<file path="src/rtl/serial_adder_ctrl_amisha.sv">
// serial_adder_ctrl_amisha
// Wide adder that reuses a single 4-bit carry adder slice. It processes one
// nibble per clock, least-significant nibble first, and keeps the carry in a
// register between passes. A start/busy/done handshake frames each operation.
//
// Optional feature macro: SERIAL_ADD_SUB_EN
//   When defined, the sub_amisha port exists. With sub=1 the operation
//   computes A-B mod 2^W: each B nibble is inverted and the carry starts at 1.
//   In that mode cout_amisha=1 means "no borrow" (A >= B).

module serial_adder_ctrl_amisha #(
  parameter int NIBBLES = 4
) (
  input  logic                   clk_amisha,
  input  logic                   rst_n_amisha,
  input  logic                   start_amisha,
  input  logic [4*NIBBLES-1:0]   a_amisha,
  input  logic [4*NIBBLES-1:0]   b_amisha,
`ifdef SERIAL_ADD_SUB_EN
  input  logic                   sub_amisha,
`endif
  output logic                   busy_amisha,
  output logic                   done_amisha,
  output logic [4*NIBBLES-1:0]   sum_amisha,
  output logic                   cout_amisha
);

  localparam int W  = 4 * NIBBLES;
  localparam int KW = 4;  // index width; holds up to 8 passes with headroom

  typedef enum logic [1:0] {
    ST_IDLE = 2'd0,
    ST_RUN  = 2'd1,
    ST_DONE = 2'd2
  } state_t;

  // ---------------------------------------------------------------------
  // Registers
  // ---------------------------------------------------------------------
  state_t          r_state;
  logic [W-1:0]    r_a;        // operand A, shifted right one nibble per pass
  logic [W-1:0]    r_b;        // operand B, shifted right one nibble per pass
  logic [W-1:0]    r_acc;      // partial result, nibbles enter at the top
  logic            r_carry;    // carry between passes
  logic [KW-1:0]   r_k;        // index of the nibble being processed
  logic [W-1:0]    r_sum;
  logic            r_cout;

  // ---------------------------------------------------------------------
  // Combinational signals
  // ---------------------------------------------------------------------
  state_t          w_state_next;
  logic            w_busy;
  logic            w_done;
  logic            w_accept;    // IDLE and start: operand capture edge
  logic            w_run;       // this edge processes a nibble
  logic            w_last;      // this edge processes the top nibble
  logic            w_sub;       // effective subtract mode for the current op
  logic            w_carry_init;
  logic [3:0]      w_an;        // A nibble into the slice
  logic [3:0]      w_bn;        // B nibble into the slice (inverted for sub)
  logic [3:0]      w_s;         // slice sum
  logic [4:0]      w_c;         // slice carry chain, w_c[0] is carry-in
  logic [W-1:0]    w_acc_next;

`ifdef SERIAL_ADD_SUB_EN
  logic            r_sub;

  // Subtract select is captured with the operands and held for the whole op.
  always_ff @(posedge clk_amisha or negedge rst_n_amisha) begin
    if (!rst_n_amisha) begin
      r_sub <= 1'b0;
    end else if (w_accept) begin
      r_sub <= sub_amisha;
    end
  end

  assign w_sub        = r_sub;
  assign w_carry_init = sub_amisha;  // two's complement: ~B + 1
`else
  assign w_sub        = 1'b0;
  assign w_carry_init = 1'b0;
`endif

  assign w_accept = (r_state == ST_IDLE) && start_amisha;
  assign w_run    = (r_state == ST_RUN);
  assign w_last   = w_run && (r_k == KW'(NIBBLES - 1));

  // ---------------------------------------------------------------------
  // 4-bit ripple-carry slice, the same shape as the stand-alone nibble adder
  // ---------------------------------------------------------------------
  assign w_an   = r_a[3:0];
  assign w_bn   = r_b[3:0] ^ {4{w_sub}};
  assign w_c[0] = r_carry;

  generate
    for (genvar gi = 0; gi < 4; gi++) begin : g_slice
      assign w_s[gi]   = w_an[gi] ^ w_bn[gi] ^ w_c[gi];
      assign w_c[gi+1] = (w_an[gi] & w_bn[gi]) | (w_c[gi] & (w_an[gi] ^ w_bn[gi]));
    end
  endgenerate

  // New nibble goes in at the top; after NIBBLES passes the least significant
  // nibble has migrated down to bits [3:0].
  assign w_acc_next = {w_s, r_acc[W-1:4]};

  // ---------------------------------------------------------------------
  // FSM
  // ---------------------------------------------------------------------

  // State register.
  always_ff @(posedge clk_amisha or negedge rst_n_amisha) begin
    if (!rst_n_amisha) begin
      r_state <= ST_IDLE;
    end else begin
      r_state <= w_state_next;
    end
  end

  // Next-state and handshake outputs; DONE lasts exactly one cycle.
  always_comb begin
    w_state_next = r_state;
    w_busy       = 1'b0;
    w_done       = 1'b0;
    case (r_state)
      ST_IDLE: begin
        if (start_amisha) begin
          w_state_next = ST_RUN;
        end
      end
      ST_RUN: begin
        w_busy = 1'b1;
        if (w_last) begin
          w_state_next = ST_DONE;
        end
      end
      ST_DONE: begin
        w_busy       = 1'b1;
        w_done       = 1'b1;
        w_state_next = ST_IDLE;
      end
      default: begin
        w_state_next = ST_IDLE;
      end
    endcase
  end

  // ---------------------------------------------------------------------
  // Datapath
  // ---------------------------------------------------------------------

  // Operand shift registers, carry, index and partial result.
  always_ff @(posedge clk_amisha or negedge rst_n_amisha) begin
    if (!rst_n_amisha) begin
      r_a     <= '0;
      r_b     <= '0;
      r_acc   <= '0;
      r_carry <= 1'b0;
      r_k     <= '0;
    end else if (w_accept) begin
      r_a     <= a_amisha;
      r_b     <= b_amisha;
      r_acc   <= '0;
      r_carry <= w_carry_init;
      r_k     <= '0;
    end else if (w_run) begin
      r_a     <= r_a >> 4;
      r_b     <= r_b >> 4;
      r_acc   <= w_acc_next;
      r_carry <= w_c[4];
      r_k     <= r_k + KW'(1);
    end
  end

  // Result registers update only on the edge that finishes the last pass,
  // so the previous result stays visible while a new op is running.
  always_ff @(posedge clk_amisha or negedge rst_n_amisha) begin
    if (!rst_n_amisha) begin
      r_sum  <= '0;
      r_cout <= 1'b0;
    end else if (w_last) begin
      r_sum  <= w_acc_next;
      r_cout <= w_c[4];
    end
  end

  assign busy_amisha = w_busy;
  assign done_amisha = w_done;
  assign sum_amisha  = r_sum;
  assign cout_amisha = r_cout;

endmodule
</file>
<file path="config.mk">
export PLATFORM = sky130hd
export DESIGN_NAME = serial_adder_ctrl_amisha
export DESIGN_NICKNAME = d
export VERILOG_FILES = /design/src/rtl/serial_adder_ctrl_amisha.sv
export SDC_FILE = /design/constraint.sdc
export NUM_CORES = 1
export LEC_CHECK = 0
export CORE_UTILIZATION = 40
export CTS_CLUSTER_SIZE = 40
export DETAILED_ROUTE_END_ITERATION = 8
export GPL_TIMING_DRIVEN = 0
export REMOVE_ABC_BUFFERS = 1
export SETUP_SLACK_MARGIN = 0.3
export SYNTH_ARGS = -nofsm -noshare
export SYNTH_HDL_FRONTEND = slang
export SYNTH_SLANG_ARGS = --single-unit
</file>
<file path="constraint.sdc">
create_clock -name clk_amisha -period 2.8 [get_ports clk_amisha]
set_input_delay 0.7 -clock clk_amisha [delete_from_list [all_inputs] [get_ports clk_amisha]]
set_output_delay 0.7 -clock clk_amisha [all_outputs]
set_load 0.01 [all_outputs]
</file>
Yosys cells after proc, flatten, opt, wreduce, memory -nomap -nowiden

Index checks and enable logic that the tools add are counted.

Bits in registers: 72
Output and inout port bits: 19
Word-level logic and storage cells: 55

Add/sub/neg operators: 1
Equality and inequality tests: 5
Multiplexer cells: 15
Bitwise gates (word level): 20
Reduce and logical (&&, ||, !) cells: 6

Operators by type and width:

| cell                                                                  | number |
|---|---|
| 16-bit two-way mux                                                    | 6 |
| 1-bit AND                                                             | 8 |
| 4-bit two-way mux                                                     | 2 |
| 1-bit bitwise XOR                                                     | 8 |
| 4-bit by 1-bit adder with 4-bit output, second input constant         | 1 |
| 4-bit by 2-bit equality test with 1-bit output, second input constant | 1 |
| 1-bit two-way mux                                                     | 4 |
| 2-bit two-way mux                                                     | 2 |
| 1-bit bitwise OR                                                      | 4 |
| 2-bit one-hot mux with 2 select lines                                 | 1 |
| 2-bit by 1-bit equality test with 1-bit output, second input constant | 1 |
| 2-bit equality test, second input constant                            | 1 |
| 1-bit logical AND                                                     | 2 |
| 2-bit zero test                                                       | 1 |
| 2-bit by 1-bit != test with 1-bit output, second input constant       | 1 |
| 2-bit != test, second input constant                                  | 1 |
| 2-bit AND reduction                                                   | 1 |
| 2-bit nonzero test                                                    | 1 |
| 2-bit OR reduction                                                    | 1 |

Longest topological paths before layout

Gate-level depths: netlist (run 1).

Word-level depth: 11
Depth in mapped cells: 9
Gate-level depth less buffers: 9

Worst setup path after synthesis (run 1)

No wires, ideal clock.

Path type: reg2reg
Start point: register r_a[0]
End point: register r_acc[15]
Arrival time: 2.011 ns
Slack: 0.695 ns
Stages on the path, launching flop included: 9
Path through: dfrtp_1 inv_1 fa_1 inv_1 fa_1 fa_1 inv_1 fa_1 a211oi_1

Cells in the longest elaborated chain, start to end: 10
Elaborated cells between the ends (all ways): 11
Those cells by class: 2 x mux; 9 x bitwise

RTL lines:

| item                     | line | text |
|---|---|---|
| start: declaration       | 41   | `logic [W-1:0] r_a;` |
| start signal: assignment | 161  | `r_a <= a_amisha;` |
| start signal: assignment | 167  | `r_a <= r_a >> 4;` |
| 1-bit bitwise XOR        | 99   | `assign w_c[gi+1] = (w_an[gi] & w_bn[gi]) \| (w_c[gi] & (w_an[gi] ^ w_bn[gi]));` |
| 1-bit AND                | 99   |  |
| 1-bit bitwise OR *       | 99   |  |
| 1-bit AND *              | 99   |  |
| 1-bit bitwise OR *       | 99   |  |
| 1-bit AND *              | 99   |  |
| 1-bit bitwise OR *       | 99   |  |
| 1-bit bitwise XOR *      | 98   | `assign w_s[gi] = w_an[gi] ^ w_bn[gi] ^ w_c[gi];` |
| 16-bit two-way mux *     | 166  | `end else if (w_run) begin` |
| 16-bit two-way mux *     | 160  | `end else if (w_accept) begin` |
| end signal: assignment   | 169  | `r_acc <= w_acc_next;` |
| end: declaration         | 43   | `logic [W-1:0] r_acc;` |

Every way passes the cells marked *; elsewhere a longest branch is shown, timed or not. The select of a mux whose other input is x is not followed.
A chain may end at the register's enable or synchronous reset.

Final worst setup path (run 1)

Start point: register r_state[0]
End point: output busy_amisha

Cells in the longest elaborated chain, start to end: 3
Elaborated cells between the ends (all ways): 4
Those cells by class: 2 x eq/ne; 1 x mux; 1 x reduce/logical

RTL lines:

| item                                                                                         | line | text |
|---|---|---|
| start: declaration                                                                           | 40   | `state_t r_state;` |
| start signal: assignment                                                                     | 116  | `r_state <= w_state_next;` |
| 2-bit by 1-bit equality test with 1-bit output / 2-bit equality test (equally long branches) | 125  | `case (r_state)` |
| 2-bit OR reduction (no line) *                                                               | -    |  |
| 1-bit two-way mux *                                                                          | 125  |  |
| end: declaration                                                                             | 22   | `output logic busy_amisha,` |

Every way passes the cells marked *; elsewhere a longest branch is shown, timed or not.

==> qor.txt, run 1 <==
Final Hold Viols: 0
Core ar.: 7370 sq um
global-route wire length before repair: 9121 microns
HPWL after DPL: 3368 microns
Rel. slew slack: 0.4442
Ys Warns: 0
Data arrival, critical path: 1.65 ns
Data required, critical path: 2.10 ns
die width: 89.95 microns
Worst setup SP type: flip-flop
layout cell share with drive strength beyond 1: 0.1129
# diodes: 0
area of the multi-input gates: 1262 sq um
Top Ports: 54
Post-synth EDFFs: 0
final period demand of the worst path: 2.350 ns
count of state elements after synthesis: 68
antenna violation net count after detailed routing: 0
transition time of the tightest slew-check pin: 0.8338 ns
Placer Congestion: 0.6971
Initial Utilization: 0.4199
post-layout util: 0.5306
H-tree depth: 3
fin nets: 358
CTS tree: done
FP Rows: 31
post-DR vias/cell: 4.644
post-synthesis cell type count: 26
Via Count: 1941
pre-CTS WS: 0.3019 ns
Hold Path Class: input pin to async pin
DR WL/cell: 12.60 microns
hold_ws: 0.4779 ns
Worst Setup SP: r_state[0]$_DFFE_PN0P_
Peak Freq: 0.4255 GHz
Area growth syn-to-layout: 26.36%
Num CTS Buffers: 9
mapped cell area: 3094 sq um
Mean Syn Cell Area: 11.68 sq um
antenna violations before repair: 0
final WL: 5266 microns
final number of setup-violating endpoints: 0
# DRC: 0
final std cells w/o fill: 418
crit-path max FO: 3
final setup TNS: 0 ns
pwr/cell area: 1134 nW/um^2
top_reg_cell synth: dfrtp_1
postcts setup bufs: 0
DP Cell Count: 402
WS Path Type: flip-flop to primary output
Root Driver: clkbuf_8
Final Max Tran Viols: 0
CP Capture Type: primary output
vias in the first global route: 1938
max-cap check violation count: 0
Worst-Skew Late Latency: 0.33 ns
register area: 1702 sq um
Clock Pin Slew Worst Setup and Hold Paths: 0.07 ns
status: finished clean
CTS max path bufs: 2
asr flop ratio synth: 1.000
Gate Count Post-Synth: 265
Worst Skew: 0.005568 ns
RSZ-0062 raised after global routing: no
die area: 8091 sq um
Total GRT Usage: 0.1440
Starting DRT DRC Count: 66
height of the die: 89.95 microns
worst r2r src: r_state[1]$_DFFE_PN0P_
post-synthesis sequential area ratio: 0.5499
First-pass DRT Iterations: 4
peak supply drop: 0.4206 mV
final period utilization: 0.8393
IO buf count: 53
total gr overflow: 0
Fillers: 673
worst setup margin: 0.4499 ns
largest net degree at the start of global routing: 69
Pleak: 1.828 nW
clock sink count: 68
[worst paths after layout]
| kind | slack (ns) | depth (start not counted) | to |
|---|---|---|---|
| setup / recovery | 0.45 | 3 | busy_amisha |
| hold / removal | 0.48 | 1 | sum_amisha[5]$_DFFE_PN0P_ |
| setup reg to reg | 0.53 | 6 | r_state[0]$_DFFE_PN0P_ |
| hold reg to reg | 0.51 | 1 | sum_amisha[3]$_DFFE_PN0P_ |
| max in group asynchronous | 1.79 | 1 | r_a[0]$_DFFE_PN0P_ |
| min in group clk_amisha | 0.51 | 1 | sum_amisha[3]$_DFFE_PN0P_ |
[registers in the layout, summed over array words and instances, names as in the netlist]
signal	flops
r_b	16
r_state	2
r_k	4
r_acc	12
cout_amisha	1
r_a	16
sum_amisha	16
r_carry	1
[synth_stat cells (all sizes together), types with 2 or more instances]
cell type / count / area (sq um)
buf: 14 / 95.09
clkbuf: 3 / 11.26
dfrtp: 68 / 1702
fa: 4 / 80.08
ha: 5 / 62.56
inv: 10 / 37.54
mux2: 15 / 221.5
mux2i: 36 / 360.4
nand2: 44 / 165.2
nor2: 16 / 60.06
nor2b: 2 / 12.51
o21ai: 36 / 180.2
xor2: 2 / 17.52
[cell families (layout without fill, tap and decap cells)]
logic type                 after synthesis  after routing  synth area share
DFF                                     68             68            0.5499
and+or+nand+nor                         68             68           0.09584
muxes                                   51             51            0.1880
AOI/OAI and AO/OA                       39             39           0.06510
buffers and inverters                   27             81           0.04650
adders and majority gates                9              9           0.04610
xor gates and xnor gates                 3              3          0.008493
[cells in the final DEF (no fill, tap or decap)]
cell type and instances:
clkbuf_1 1, buf_4 1, a211oi_1 1, ha_4 1, nor2_1 16, bufinv_16 2
clkinv_2 3, mux2i_1 36, mux2_4 14, xnor2_1 1, nor3b_1 1, nor2b_1 2
a22o_1 1, buf_12 2, inv_1 10, and2_2 1, nand2b_1 1, ha_1 4
nand4_1 1, fa_1 4, clkdlybuf4s50_1 52, o21ai_0 36, nand4bb_4 1, nor3_1 1
a21oi_1 1, mux2_2 1, clkbuf_8 10, nand2_1 44, xor2_1 2, dfrtp_1 68
[layer usage]
layer | vias to the layer above | GRT usage | part of all wire
li1 | 983 | - | -
met1 | 910 | 0.1918 | 0.49
met2 | 39 | 0.2212 | 0.46
met3 | 9 | 0.02792 | 0.033
met4 | 0 | 0.08065 | 0.019
met5 | - | 0 | 0
[layout make-up]
| class | count | share of cell area |
|---|---|---|
| multi-input cells | 170 | 0.3229 |
| repair buffers | 55 | 0.1453 |
| clock buffers | 11 | 0.03616 |
| well taps | 99 | 0.03168 |
| inverters | 10 | 0.009600 |
| flip-flops and latches | 68 | 0.4352 |
| clock inverters | 5 | 0.01920 |
[critical path, cell delays in order, from the launching register on]
cell and delay (ns):
dfrtp_1 0.41, inv_1 0.10, ha_1 0.29, clkdlybuf4s50_1 0.53
[repair_timing]
| item | 4_1_cts | 5_1_grt |
|---|---|---|
| endpoints found under the setup margin | 1 | 0 |
| hold buffers | 0 | 0 |
| gates resized for setup | 1 | 0 |
[where the power goes]
| group | internal, mW | total [mW] | switching [mW] |
|---|---|---|---|
| logic | 0.984 | 1.88 | 0.893 |
| registers | 1.42 | 1.68 | 0.262 |
| clock network | 0.522 | 0.879 | 0.358 |
[per-stage QoR]
step / power (mW) / area, sq um
after floorplan: 2.954 / 2988
after global placement: 3.542 / 3642
after detailed placement: 3.586 / 3684
after CTS: 4.493 / 3910
after global routing: 4.792 / 3910
final: 4.435 / 3910
Note: power is estimated with default switching activity, not from simulation.
==> run 2: changes to the inputs <==
- clock period: 2.8 -> 2.3 ns (I/O delays scaled with it)
==> run 2 against run 1 <==
Net effect:
- worst setup slack got worse by 0.29 ns
- utilization rose by 1.4 points
- flip-flop and latch count did not move
- clock power rose by 22%
- critical path depth rose by 5
- die area did not move
- wire length rose by 4.3%
- sequential share of layout area fell by 1.1 points
- count of clock-buffer cells in the layout did not move
- via count rose by 3.3%
- sequential power rose by 21%
- clock skew fell by 0.0011 ns
- highest routed layer unchanged
==> qor.txt, run 2 (synthesis results as in run 1) <==
First-pass DRT Iterations: 4 (unchanged)
Top cell by count, worst path: fa_2
WP buf/inv: 3 (+1)
CTS max path bufs: 2 (unchanged)
final std cells w/o fill: 426 (+1.9%)
Hold Path Class: input pin to async pin
vias in the first global route: 1983 (+2.3%)
final period demand of the worst path: 2.144 ns
Data required, critical path: 2.55 ns (+0.45 ns)
commonest non-fill, non-tap cell in the layout: dfrtp_1
global-route wire length before repair: 9432 microns (+3.4%)
H-tree depth: 3 (unchanged)
Pleak: 1.862 nW (+1.8%)
post-DR vias/cell: 4.709 (+1.4%)
antenna violations before repair: 0 (unchanged)
hold buffers post-CTS: 0 (unchanged)
most frequent cells in the layout: dfrtp_1 (68), clkdlybuf4s50_1 (50), nand2_1 (44), mux2i_1 (36), o21ai_0 (35)
Core ar.: 7370 sq um (unchanged)
die area: 8091 sq um (unchanged)
Peak Freq: 0.4663 GHz
DR WL/cell: 12.89 microns (+2.4%)
total gr overflow: 0 (unchanged)
peak supply drop: 0.5154 mV (+23%)
# DRC: 0 (unchanged)
fin nets: 366 (+2.2%)
height of the die: 89.95 microns (unchanged)
die width: 89.95 microns (unchanged)
CP delay by family, top: adder cells
Top Ports: 54 (unchanged)
CTS tree: done
Data arrival, critical path: 2.39 ns (+0.74 ns)
# diodes: 0 (unchanged)
Starting DRT DRC Count: 76 (+15%)
max-cap check violation count: 0 (unchanged)
DP Cell Count: 402 (unchanged)
Worst setup SP type: flip-flop
pwr/cell area: 1399 nW/um^2 (+23%)
HPWL after DPL: 3368 microns (unchanged)
Total GRT Usage: 0.1491 (+0.005137)
Worst Skew: 0.004451 ns (-0.001117 ns)
Slowest-stage cell, CP: fa_2
Placer Congestion: 0.6971 (unchanged)
CP Capture Type: flip-flop
largest net degree at the start of global routing: 69 (unchanged)
final WL: 5493 microns (+4.3%)
Rel. slew slack: 0.4409 (-0.003219)
Worst-Skew Late Latency: 0.33 ns (about the same)
cells along the critical path: inv_2 -> fa_2 -> inv_2 -> fa_2 -> fa_2 -> inv_2 -> fa_2 -> a211oi_2
Final Max Tran Viols: 0 (unchanged)
total power: 5.612 mW (+27%)
Num CTS Buffers: 9 (unchanged)
Final Hold Viols: 0 (unchanged)
Area growth syn-to-layout: 29.60%
Fillers: 659 (-2.1%)
crit-path max FO: 2 (-1)
final period utilization: 0.9324
antenna violation net count after detailed routing: 0 (unchanged)
IO buf count: 53 (unchanged)
FP Rows: 31 (unchanged)
final number of setup-violating endpoints: 0 (unchanged)
RSZ-0062 raised after global routing: yes
layout cell share with drive strength beyond 1: 0.1713 (+0.05840)
WS Path Type: flip-flop to flip-flop
transition time of the tightest slew-check pin: 0.8386 ns (+0.004829 ns)
Initial Utilization: 0.4199 (unchanged)
Via Count: 2006 (+3.3%)
clock sink count: 68 (unchanged)
Root Driver: clkbuf_8
crit-path max cell delay: 0.45 ns (-0.08 ns)
Clock Pin Slew Worst Setup and Hold Paths: 0.07 ns (about the same)
status: finished clean
run 2: cell types whose count changed in the layout (fill, tap and decap cells not counted), moves of 2 or more:
cell,change
buf_4,+6
clkdlybuf4s50_1,-2
dlygate4sd2_1,+2
fa_1,-4
fa_2,+4
inv_1,-7
inv_2,+6
run 2: through the flow:
stage	cell area [sq um]	setup TNS [ns]	setup WS (ns)	hold WS [ns]	util
finish	4010	0	0.1555	0.3563	0.5441
global placement	3642	-199.72	-1.926	0.4932	0.4942
CTS	3980	0	0.1399	0.3702	0.5401
global route	4010	0	0.07950	0.4195	0.5441
floorplan	2988	-23.69	-0.8875	0.2794	-
detailed placement	3684	-1.798	-0.1981	0.4945	0.4998
run 2: path summary, 6_finish.rpt:
| check | cells after the start | slack, ns | to | start |
|---|---|---|---|---|
| max | 8 | 0.16 | r_acc[15]$_DFFE_PN0P_ | r_a[0]$_DFFE_PN0P_ |
| min | 1 | 0.36 | sum_amisha[1]$_DFFE_PN0P_ | rst_n_amisha |
| max reg2reg | 8 | 0.16 | r_acc[15]$_DFFE_PN0P_ | r_a[0]$_DFFE_PN0P_ |
| min reg2reg | 2 | 0.51 | sum_amisha[12]$_DFFE_PN0P_ | sum_amisha[12]$_DFFE_PN0P_ |
| max in group asynchronous | 1 | 1.41 | r_a[0]$_DFFE_PN0P_ | rst_n_amisha |
| min in group clk_amisha | 2 | 0.51 | sum_amisha[12]$_DFFE_PN0P_ | sum_amisha[12]$_DFFE_PN0P_ |
run 2: report_power, final:
group | switching (mW) | internal, mW
Sequential | 0.320 | 1.72
Combinational | 1.18 | 1.32
Clock | 0.434 | 0.635
Total | 1.93 | 3.68
run 2: repair_timing:
| action | CTS | global route |
|---|---|---|
| cloned | 1 | 0 |
| pin swaps | 2 | 0 |
| gates resized for setup | 13 | 4 |
| buffers inserted | 5 | 2 |
| setup endpoints to repair | 32 | 10 |
run 2: per-layer routing:
layer / routed length [microns] / share of wire / up-vias / global-route usage
li1: - / - / 1008 / -
met1: 2703 / 0.49 / 943 / 0.2012
met2: 2509 / 0.46 / 47 / 0.2282
met3: 195 / 0.035 / 8 / 0.02792
met4: 85 / 0.015 / 0 / 0.08065
met5: 0 / 0 / - / 0
run 2: cell type report:
cell class,instances,area (sq um),share of cell area
Inverter,10,41.29,0.01030
Multi-Input combinational cell,171,1305,0.3254
Clock buffer,11,141.4,0.03526
Timing Repair Buffer,62,621.8,0.1551
Sequential cell,68,1702,0.4243
Tap cell,99,123.9,0.03089
Clock inverter,5,75.07,0.01872
==> run 3: changes to the inputs <==
- CTS_BUF_LIST: unset -> sky130_fd_sc_hd__clkbuf_8
==> run 3 against run 2 <==
Net effect:
- register-to-register slack is essentially flat
- sequential share of layout area unchanged
- combinational power about the same
- utilization did not move
- first-iteration DRC count unchanged
- sequential power barely moved
- worst hold slack hardly changed
- count of clock-buffer cells in the layout decreased by 1
- wire length unchanged
- maximum frequency stayed put
- non-clock buffer count is the same
- critical path type unchanged
==> qor.txt, run 3 (synthesis results as in run 1) <==
pwr/cell area: 1398 nW/um^2 (about the same)
crit-path max FO: 2 (unchanged)
Root Driver: clkbuf_8
most frequent cells in the layout: dfrtp_1 (68), clkdlybuf4s50_1 (50), nand2_1 (44), mux2i_1 (36), o21ai_0 (35)
final period demand of the worst path: 2.144 ns (unchanged)
antenna violation net count after detailed routing: 0 (unchanged)
busiest grt layer: met2
grt met1 use: 0.2012 (unchanged)
Initial Utilization: 0.4199 (unchanged)
Rel. slew slack: 0.4410 (about the same)
RSZ-0062 raised after global routing: yes
Worst-Skew Late Latency: 0.33 ns (about the same)
final setup TNS: 0 ns (unchanged)
Pleak: 1.866 nW (+0.22%)
final period utilization: 0.9324 (unchanged)
HPWL after DPL: 3368 microns (unchanged)
worst setup margin: 0.1555 ns (unchanged)
Peak Freq: 0.4663 GHz (unchanged)
hold buffers post-CTS: 0 (unchanged)
total gr overflow: 0 (unchanged)
Area growth syn-to-layout: 29.60% (unchanged)
met2 global-route usage: 0.2282 (unchanged)
status: finished clean
max-cap check violation count: 0 (unchanged)
post-DR vias/cell: 4.709 (unchanged)
Num CTS Buffers: 9 (unchanged)
WS Path Type: flip-flop to flip-flop
total power: 5.608 mW (about the same)
CTS max path bufs: 2 (unchanged)
Top Ports: 54 (unchanged)
vias in the first global route: 1983 (unchanged)
global-route wire length before repair: 9432 microns (unchanged)
Via Count: 2006 (unchanged)
clock sink count: 68 (unchanged)
final number of setup-violating endpoints: 0 (unchanged)
pre-CTS WS: -0.1981 ns (unchanged)
die width: 89.95 microns (unchanged)
peak supply drop: 0.5154 mV (about the same)
transition time of the tightest slew-check pin: 0.8386 ns (-0.00004089 ns)
met3 Resource Use GR: 0.02792 (unchanged)
# diodes: 0 (unchanged)
Placer Congestion: 0.6971 (unchanged)
commonest non-fill, non-tap cell in the layout: dfrtp_1
Core ar.: 7370 sq um (unchanged)
Clock Pin Slew Worst Setup and Hold Paths: 0.07 ns (about the same)
CTS tree: done
Data arrival, critical path: 2.39 ns (about the same)
IO buf count: 53 (unchanged)
largest net degree at the start of global routing: 69 (unchanged)
antenna violations before repair: 0 (unchanged)
Final Max Tran Viols: 0 (unchanged)
final WL: 5493 microns (unchanged)
layout cell share with drive strength beyond 1: 0.1713 (unchanged)
First-pass DRT Iterations: 4 (unchanged)
die area: 8091 sq um (unchanged)
Worst setup SP type: flip-flop
CP Capture Type: flip-flop
Starting DRT DRC Count: 76 (unchanged)
# DRC: 0 (unchanged)
Worst Skew: 0.004451 ns (-0.0000003900 ns)
Total GRT Usage: 0.1491 (unchanged)
fin nets: 366 (unchanged)
DR WL/cell: 12.89 microns (unchanged)
H-tree depth: 3 (unchanged)
Data required, critical path: 2.55 ns (about the same)
FP Rows: 31 (unchanged)
height of the die: 89.95 microns (unchanged)
Final Hold Viols: 0 (unchanged)
Hold Path Class: input pin to async pin
-- run 3: changes by cell type in the layout (fill, tap and decap cells not counted) --
| cell | before | now |
|---|---|---|
| inv_1 | 3 | 4 |
| clkbuf_1 | 1 | 0 |
-- run 3: timing repair --
item                                    in CTS  in global routing
pin swaps                                    2                  0
endpoints found under the setup margin      32                 10
resized for setup                           13                  4
endpoints found under the hold margin        0                  0
buffers inserted                             5                  2
gates cloned                                 1                  0
-- run 3: final cells by class --
class,count,area (sq um)
inverter,10,41.29
fill,659,3359
tap,99,123.9
clock inverter,6,78.83
multi-input combinational,171,1305
clock buffer,10,137.6
timing repair buffer,62,621.8
sequential,68,1702
-- run 3: metrics by stage --
stage | utilization | area (sq um) | hold slack [ns] | std cells
6_report | 0.5441 | 4010 | 0.3562 | 426
5_1_grt | 0.5441 | 4010 | 0.4195 | 426
4_1_cts | 0.5401 | 3980 | 0.3702 | 424
3_5_place_dp | 0.4998 | 3684 | 0.4945 | 402
3_3_place_gp | 0.4942 | 3642 | 0.4932 | 400
2_1_floorplan | - | 2988 | 0.2794 | 248
-- run 3: worst paths after layout --
kind / slack, ns / cells past startpoint / end / startpoint
setup / recovery: 0.16 / 8 / r_acc[15]$_DFFE_PN0P_ / r_a[0]$_DFFE_PN0P_
hold / removal: 0.36 / 1 / sum_amisha[1]$_DFFE_PN0P_ / rst_n_amisha
setup reg to reg: 0.16 / 8 / r_acc[15]$_DFFE_PN0P_ / r_a[0]$_DFFE_PN0P_
hold reg to reg: 0.51 / 2 / sum_amisha[12]$_DFFE_PN0P_ / sum_amisha[12]$_DFFE_PN0P_
max in group asynchronous: 1.41 / 1 / r_a[0]$_DFFE_PN0P_ / rst_n_amisha
min in group clk_amisha: 0.51 / 2 / sum_amisha[12]$_DFFE_PN0P_ / sum_amisha[12]$_DFFE_PN0P_
-- run 3: where the power goes --
| part | total (mW) | leakage (nW) | switching [mW] | internal [mW] |
|---|---|---|---|---|
| sequential | 2.04 | 0.878 | 0.320 | 1.72 |
| clock | 1.06 | 0.117 | 0.434 | 0.631 |
| combinational | 2.50 | 0.871 | 1.18 | 1.32 |
| total | 5.61 | 1.87 | 1.93 | 3.67 |
-- run 3: routing by layer --
| layer | vias to the layer above | part of all wire |
|---|---|---|
| met5 | - | 0 |
| met4 | 0 | 0.015 |
| met3 | 8 | 0.035 |
| met2 | 47 | 0.46 |
| met1 | 943 | 0.49 |
| li1 | 1008 | - |
-- run 3: critical path, stage by stage, from the launching register on --
cell      delay [ns]
dfrtp_1         0.39
inv_2           0.07
fa_2            0.19
inv_2           0.04
fa_2            0.34
fa_2            0.35
inv_2           0.07
fa_2            0.45
a211oi_2        0.18
